## src/rtl/des_align_pkg.sv

```systemverilog
// Shared definitions for the deserializer byte aligner: FSM encoding and default training byte.
package des_align_pkg;

    typedef enum logic [1:0] {
        ST_SEARCH = 2'd0,
        ST_VERIFY = 2'd1,
        ST_LOCKED = 2'd2
    } state_t;

    localparam logic [7:0] SYNC_PAT_DEFAULT = 8'hB8;

endpackage

```

## src/rtl/sync_detect_4.sv

```systemverilog
// Combinational search of the four byte candidates in an 11-bit window; lowest offset wins.
module sync_detect_4 (
    input  logic [10:0] i_win,
    input  logic [7:0]  i_pat,
    output logic        o_hit,
    output logic [1:0]  o_b
);

    always_comb begin
        o_hit = 1'b0;
        o_b   = 2'd0;
        // Descending scan so the lowest matching offset is the one left standing.
        for (int b = 3; b >= 0; b--) begin
            if (i_win[b +: 8] == i_pat) begin
                o_hit = 1'b1;
                o_b   = 2'(b);
            end
        end
    end

endmodule

```

## src/rtl/des_word_align.sv

```systemverilog
// Byte aligner behind the 2-to-4 deserializer: locks to a repeated training byte,
// then emits one aligned byte per two consumed nibbles.
module des_word_align
    import des_align_pkg::*;
#(
    parameter logic [7:0] SyncPat  = SYNC_PAT_DEFAULT,
    parameter int         LockCnt  = 4,
    parameter int         CntWidth = 3
) (
    input  logic       i_clk,
    input  logic       i_rst,
    input  logic [3:0] i_dat,
    input  logic       i_vld,
    input  logic       i_realign,
    output logic [7:0] o_dat,
    output logic       o_vld,
    output logic       o_lock,
    output logic [2:0] o_offset
);

    localparam logic [CntWidth-1:0] LOCK_TGT = CntWidth'(LockCnt);
    localparam logic [CntWidth-1:0] CNT_ONE  = CntWidth'(1);

    logic [6:0]          r_hist;
    logic                r_ph;
    logic                r_warm;
    state_t              r_state;
    logic [CntWidth-1:0] r_cnt;
    logic [1:0]          r_b_sel;
    logic                r_ph_sel;
    logic [7:0]          r_dat;
    logic                r_vld;
    logic                r_lock;
    logic [2:0]          r_off;

    logic [10:0]         w_win;
    logic                w_hit;
    logic [1:0]          w_b;
    logic [7:0]          w_sel;
    logic                w_slot;
    logic                w_match;
    logic [2:0]          w_off;
    logic [CntWidth-1:0] w_cnt_inc;

    assign w_win     = {i_dat, r_hist};
    assign w_sel     = w_win[r_b_sel +: 8];
    assign w_slot    = i_vld & (r_ph == r_ph_sel);
    assign w_match   = (w_sel == SyncPat);
    // {ph, b} is 4*ph + b; the +1 accounts for the window starting one bit past a nibble pair.
    assign w_off     = {r_ph, w_b} + 3'd1;
    assign w_cnt_inc = r_cnt + CNT_ONE;

    sync_detect_4 u_det (
        .i_win (w_win),
        .i_pat (SyncPat),
        .o_hit (w_hit),
        .o_b   (w_b)
    );

    always_ff @(posedge i_clk) begin
        if (i_rst) begin
            r_hist   <= '0;
            r_ph     <= 1'b0;
            r_warm   <= 1'b0;
            r_state  <= ST_SEARCH;
            r_cnt    <= '0;
            r_b_sel  <= 2'd0;
            r_ph_sel <= 1'b0;
            r_dat    <= 8'd0;
            r_vld    <= 1'b0;
            r_lock   <= 1'b0;
            r_off    <= 3'd0;
        end else begin
            r_vld <= 1'b0;
            if (i_vld) begin
                r_hist <= w_win[10:4];
                r_ph   <= ~r_ph;
                if (r_ph) r_warm <= 1'b1;
            end

            // Realign keeps the bit history so the next search can start immediately.
            if (i_realign) begin
                r_state <= ST_SEARCH;
                r_cnt   <= '0;
                r_lock  <= 1'b0;
            end else if (i_vld) begin
                case (r_state)
                    ST_SEARCH: begin
                        if (r_warm && w_hit) begin
                            r_b_sel  <= w_b;
                            r_ph_sel <= r_ph;
                            r_cnt    <= CNT_ONE;
                            r_off    <= w_off;
                            if (LockCnt == 1) begin
                                r_state <= ST_LOCKED;
                                r_lock  <= 1'b1;
                            end else begin
                                r_state <= ST_VERIFY;
                            end
                        end
                    end
                    ST_VERIFY: begin
                        if (w_slot) begin
                            if (w_match) begin
                                r_cnt <= w_cnt_inc;
                                if (w_cnt_inc == LOCK_TGT) begin
                                    r_state <= ST_LOCKED;
                                    r_lock  <= 1'b1;
                                end
                            end else begin
                                r_state <= ST_SEARCH;
                                r_cnt   <= '0;
                            end
                        end
                    end
                    ST_LOCKED: begin
                        if (w_slot) begin
                            r_dat <= w_sel;
                            r_vld <= 1'b1;
                        end
                    end
                    default: begin
                        r_state <= ST_SEARCH;
                        r_cnt   <= '0;
                        r_lock  <= 1'b0;
                    end
                endcase
            end
        end
    end

    assign o_dat    = r_dat;
    assign o_vld    = r_vld;
    assign o_lock   = r_lock;
    assign o_offset = r_off;

endmodule

```

## config.mk

```make
export PLATFORM = sky130hd
export DESIGN_NAME = des_word_align
export DESIGN_NICKNAME = d
export VERILOG_FILES = /design/src/rtl/des_align_pkg.sv /design/src/rtl/sync_detect_4.sv /design/src/rtl/des_word_align.sv
export SDC_FILE = /design/constraint.sdc
export NUM_CORES = 1
export LEC_CHECK = 0
export BUFFER_PORTS_ARGS = -buffer_cell sky130_fd_sc_hd__buf_2
export CAP_MARGIN = 10
export CORE_AREA = 5 5 79 96
export DETAILED_ROUTE_END_ITERATION = 10
export DIE_AREA = 0 0 84 101
export MAX_ROUTING_LAYER = met4
export SLEW_MARGIN = 20
export SYNTH_ARGS = -nofsm -noshare
export SYNTH_HDL_FRONTEND = slang
export SYNTH_SLANG_ARGS = --single-unit
export TNS_END_PERCENT = 10
```

## constraint.sdc

```tcl
create_clock -name i_clk -period 2.57 [get_ports i_clk]
set_clock_uncertainty 0.2 [all_clocks]
set_input_delay 0.3855 -clock i_clk [delete_from_list [all_inputs] [get_ports i_clk]]
set_output_delay 0.3855 -clock i_clk [all_outputs]
set_load 0.1 [all_outputs]
```

==> results.toml, run 1 <==
[cts]
insertion_delay_ns = 0.28
htreeDepth = 2
clk_pin_slew_worst_paths_ns = 0.07
cts-buffers-inserted = 5
root_buffer = "clkbuf_8"
cts_hold_buf = 0
clock_path_buffers = 2
post_cts_buffers = 0
cts_resized = 0
clock-sinks = 30
cts_tree = "built"

[floorplan]
die-area_um2 = 8484
die_x_um = 84
num_io_pins = 21
core_area_um2 = 6606
die_h_um = 101
initial_core_util_pct = 23.90
rows = 33

[drt]
viasPerCell = 4.698
postRouteAntennaNets = 0
top_layer_used = "met4"
met3_wirelength_um = 131
wl_mm = 3.500
via_count = 1245
drtPass1Iterations = 4
drtIter0Drc = 65
wl_met2_mm = 1.801
drc = 0
m1WireLength_mm = 1.498
wl_per_cell_um = 13.21

[power_and_ir_drop]
power_uw = 1022
pwr-share-comb_pct = 6.6
swShare_pct = 22.78
ir_drop_uv = 279.4
p_seq_share_pct = 47.5
powerDensity_nw_per_um2 = 546.9
intPower_uw = 788.9
cellLeakagePower_uw = 0.0007539
clock_power_share_pct = 46.0
p_sw_uw = 232.7

[synthesis]
netlist_area_um2 = 1579
ys_seq_area_share_pct = 38.03
ys_warn_count = 0
synth_nets = 168
async_flop_share_pct = 0
ys.flop_type = "dfxtp_1"
synthCells = 157
avgSynthCellArea_um2 = 10.06
synth-edff-count = 0
synth_area_leader_cell = "dfxtp_1"
synth_top_cell_area_share_pct = 38.03
ys_ff_latch = 30
synth.distinct_cells = 41
synthTopCellsByArea = "dfxtp_1 38%, mux2i_1 17%, nor2_1 6.9%"

[sta]
setup-tns-final_ns = 0
timing.fmax_mhz = 436.8
slew_violations = 0
setup_ws_ns = 0.2806
fin_crit_ns = 2.289
hold_viol = 0
whs_ns = 0.1799
rsz0062_at_grt = "no"
setup_viol = 0
fin_crit_sh_pct = 89.08
worstMarginPinSlew_ns = 0.5126
relSlewSlack_pct = 65.78

[critical_path]
cp-end-kind = "flop"
rrSetupSlack_ns = 0.28
arrival_ns = 2.29
cp-start-kind = "flop"
cp_max_fo = 11
required_ns = 2.58
critPathKind = "reg -> reg"

[layout]
layout_common_cells = "30 x dfxtp_1, 29 x nor2_1, 27 x mux2i_1"
final_core_util_pct = 28.28
diodes = 0
mostFrequentLayoutCell = "dfxtp_1"
layout-drive-gt1-share_pct = 23.60
nets = 188
synthToLayoutAreaGrowth_pct = 18.30

[run]
max_cap_viol_count = 0

[global_routing]
first_global_vias = 1252
antenna_found_initial = 0
grt.total_usage_pct = 8.841
grt_max_degree = 27
grt_first_pass_wirelength_mm = 5.940
grt-ovfl-total = 0

[placement]
pre_cts_slack_ns = 0.2913
dp_hpwl_mm = 2.577
portBuffers = 20
gp_congestion = 0.8290

[hold_path]
min-delay-path-class = "in -> reg"

[status]
status = "completed"
==> cell usage after synthesis, types with 2 or more instances <==
library cell and number:
a21oi_1 6, a32o_1 2, and4bb_2 3, buf_1 2, buf_2 2, clkbuf_1 4
dfxtp_1 30, ha_1 3, mux2_2 3, mux2i_1 27, mux4_1 2, nand2_1 2
nand3_1 4, nor2_1 29, nor2b_1 3, nor3_1 2, nor4bb_1 2, o211ai_1 2
o21a_1 5, o21ai_0 2, xnor2_1 2
==> logic make-up after synthesis <==
logic type / Yosys count / synth area share, %
AOI/OAI and AO/OA: 25 / 11.89
xor gates and xnor gates: 3 / 1.664
adders and majority gates: 3 / 2.377
buffers and inverters: 10 / 3.011
DFF: 30 / 38.04
muxes: 33 / 23.53
and+or+nand+nor: 53 / 19.49
==> stage by stage <==
| stage | cell area [um2] | cells |
|---|---|---|
| after CTS | 1868 | 265 |
| final | 1868 | 265 |
| after detailed placement | 1759 | 257 |
| after floorplan | 1579 | 157 |
| after global routing | 1868 | 265 |
| after global placement | 1759 | 257 |
==> flip-flops by register name, summed over array words and instances (netlist names) <==
name / cells
o_offset: 3
r_ph_sel: 1
r_ph: 1
r_b_sel: 2
o_lock: 1
r_hist: 7
o_vld: 1
r_cnt: 3
r_warm: 1
o_dat: 8
r_state: 2
==> power groups by stage <==
stage	combinational [uW]	clock (uW)	sequential [uW]
floorplan	51.8	0	489
global placement	66.8	0	495
detailed placement	68.5	0	495
CTS	68.6	481	485
global route	75.3	501	486
finish	67.1	470	485
==> worst max-delay path, stage by stage, from the launching register on <==
cell	delay, ns
dfxtp_1	0.64
mux2_2	0.41
mux2i_1	0.20
nand4b_1	0.13
and4bb_4	0.37
a22oi_1	0.08
a21oi_1	0.17
==> layer usage <==
layer	vias to the layer above	global-route usage [%]
li1	608	-
met1	609	9.335
met2	20	15.62
met3	8	1.881
met4	0	4.455
met5	-	-
==> path summary, 6_finish.rpt <==
kind | startpoint | to | cells past startpoint
worst max register to register | r_b_sel[0] | r_cnt[2] | 6
worst min-delay path | i_dat[3] | r_hist[6] | 3
worst max-delay path | r_b_sel[0] | r_cnt[2] | 6
worst min register to register | o_lock | o_lock | 1
==> cell type report <==
type                            instances  area [um2]
Clock inverter                          3       40.04
Sequential cell                        30       600.6
Multi-Input combinational cell        117       930.9
Clock buffer                            5       68.82
Fill cell                             723        4738
Inverter                                1       3.754
Tap cell                               87       108.9
Timing Repair Buffer                   22       115.1
No activity file was read; power rests on OpenSTA's default activity.
==> inputs of run 2 (changes only) <==
- CORE_AREA: 5 5 79 96 -> 5 5 86 88
- DIE_AREA: 0 0 84 101 -> 0 0 91 93
- clock period: 2.57 -> 2.12 ns (I/O delays scaled with it)
==> run 2 against run 1 <==
Effect of this change:
- clock power is 1% higher
- cell area is 3.7% higher
- cell count stayed put
- critical endpoint is now r_state[1]
- largest cell class unchanged
- largest power group unchanged
==> results.toml, run 2 (synthesized netlist as in run 1, its figures left out) <==
[global_routing]
grt_max_degree = 23
grt.total_usage_pct = 8.771
grt-ovfl-total = 0
antenna_found_initial = 0
grt_first_pass_wirelength_mm = 5.837
first_global_vias = 1183

[cts]
cts_tree = "built"
root_buffer = "clkbuf_8"
insertion_delay_ns = 0.28
clock-sinks = 30
cts-buffers-inserted = 5
cts_hold_buf = 0
htreeDepth = 2
clock_path_buffers = 2
clk_pin_slew_worst_paths_ns = 0.06

[sta]
fin_crit_sh_pct = 94.52
slew_violations = 0
hold_viol = 0
timing.fmax_mhz = 499.0
setup_viol = 0
fin_crit_ns = 2.004
rsz0062_at_grt = "no"
relSlewSlack_pct = 66.72
setup-tns-final_ns = 0
whs_ns = 0.06424
worstMarginPinSlew_ns = 0.5026

[layout]
largest_register_ffs = 8
n_fill_cell = 691
layout-drive-gt1-share_pct = 30.81
synthToLayoutAreaGrowth_pct = 22.66
mostFrequentLayoutCell = "nor2_1"
layout_common_cells = "29 x nor2_1, 27 x dfxtp_1, 23 x mux2i_1"
nets = 195
diodes = 0

[floorplan]
die_x_um = 91
die-area_um2 = 8463
initial_core_util_pct = 24.04
rows = 30
core_area_um2 = 6569
num_io_pins = 21
die_h_um = 93

[critical_path]
required_ns = 2.09
worstPathCellList = "and4bb_1, o21a_1, o21a_1, o211a_1, and2_1, o221a_1"
cp-start-kind = "flop"
critPathKind = "reg -> reg"
cp_slowest_cell = "dfxtp_2"
max_stage_delay_ns = 0.39
cp_common_cell = "o21a_1"
cp-end-kind = "flop"
arrival_ns = 1.98
cp_max_fo = 8

[run]
max_cap_viol_count = 0

[placement]
portBuffers = 20
gp_congestion = 0.8078
dp_hpwl_mm = 2.610

[drt]
postRouteAntennaNets = 0
wl_per_cell_um = 13.18
wl_mm = 3.493
drtPass1Iterations = 4
via_count = 1240
viasPerCell = 4.679
drtIter0Drc = 86
drc = 0

[power_and_ir_drop]
powerDensity_nw_per_um2 = 595.2
cellLeakagePower_uw = 0.0007856
intPower_uw = 878.1
clock_power_share_pct = 41.2
p_seq_share_pct = 51.1
p_sw_uw = 274.7
ir_drop_uv = 377.5
swShare_pct = 23.83
pwr-share-comb_pct = 7.7

[hold_path]
min-delay-path-class = "in -> reg"

[status]
status = "completed"
run 2: cell count changes in the layout (fill, tap and decap cells not counted), moves of 3 or more:
cell,previous run,this run
dfxtp_2,0,3
dfxtp_1,30,27
buf_4,2,8
mux2i_1,27,23
mux2i_2,0,4
run 2: final timing paths:
check	startpoint	cells past startpoint	to	slack, ns
max	r_hist[5]	6	r_state[1]	0.12
min reg2reg	o_lock	1	o_lock	0.26
max reg2reg	r_hist[5]	6	r_state[1]	0.12
min	i_rst	2	r_ph_sel	0.06
run 2: worst max-delay path: cells and delay by family, from the launching register on:
kind	cells	cell delay (ns)
AO/OA/AOI/OAI	4	0.94
flip-flops	1	0.39
AND/OR/NAND/NOR	2	0.38
run 2: metal layers:
layer | track usage (%) | part of all wire (%)
met5 | - | 0
met4 | 3.301 | 1.7
met3 | 2.494 | 4.0
met2 | 13.28 | 45
met1 | 11.13 | 49
run 2: layout make-up:
| type | instances | area [um2] | area share [%] |
|---|---|---|---|
| clock buffer | 7 | 86.33 | 4.457 |
| clock inverter | 1 | 5.005 | 0.2584 |
| inverter | 1 | 3.754 | 0.1938 |
| multi-input combinational | 117 | 957.2 | 49.42 |
| sequential | 30 | 604.3 | 31.20 |
| tap | 80 | 100.1 | 5.168 |
| timing repair buffer | 29 | 180.2 | 9.302 |
run 2: timing repair:
action | in CTS | in global routing
gates resized for setup | 0 | 10
buffers inserted | 0 | 1
setup endpoints to repair | 0 | 6
run 2: power groups by stage:
stage,combinational (uW),clock (uW),sequential (uW)
floorplan,62.9,0,593
global placement,84.0,0,599
detailed placement,84.9,0,600
CTS,85.5,491,587
global route,98.2,521,590
finish,89.1,475,589
run 2: stage by stage:
| step | setup WS [ns] | power, uW | cells | cell area (um2) | util, % |
|---|---|---|---|---|---|
| 3_5_place_dp | 0.06046 | 684.6 | 256 | 1808 | 27.52 |
| 3_3_place_gp | 0.08527 | 683.5 | 256 | 1808 | 27.52 |
| 6_report | 0.1161 | 1153 | 265 | 1937 | 29.49 |
| 2_1_floorplan | 0.1790 | 655.8 | 157 | 1579 | - |
| 5_1_grt | 0.006216 | 1209 | 265 | 1937 | 29.49 |
| 4_1_cts | 0.04533 | 1163 | 264 | 1899 | 28.91 |
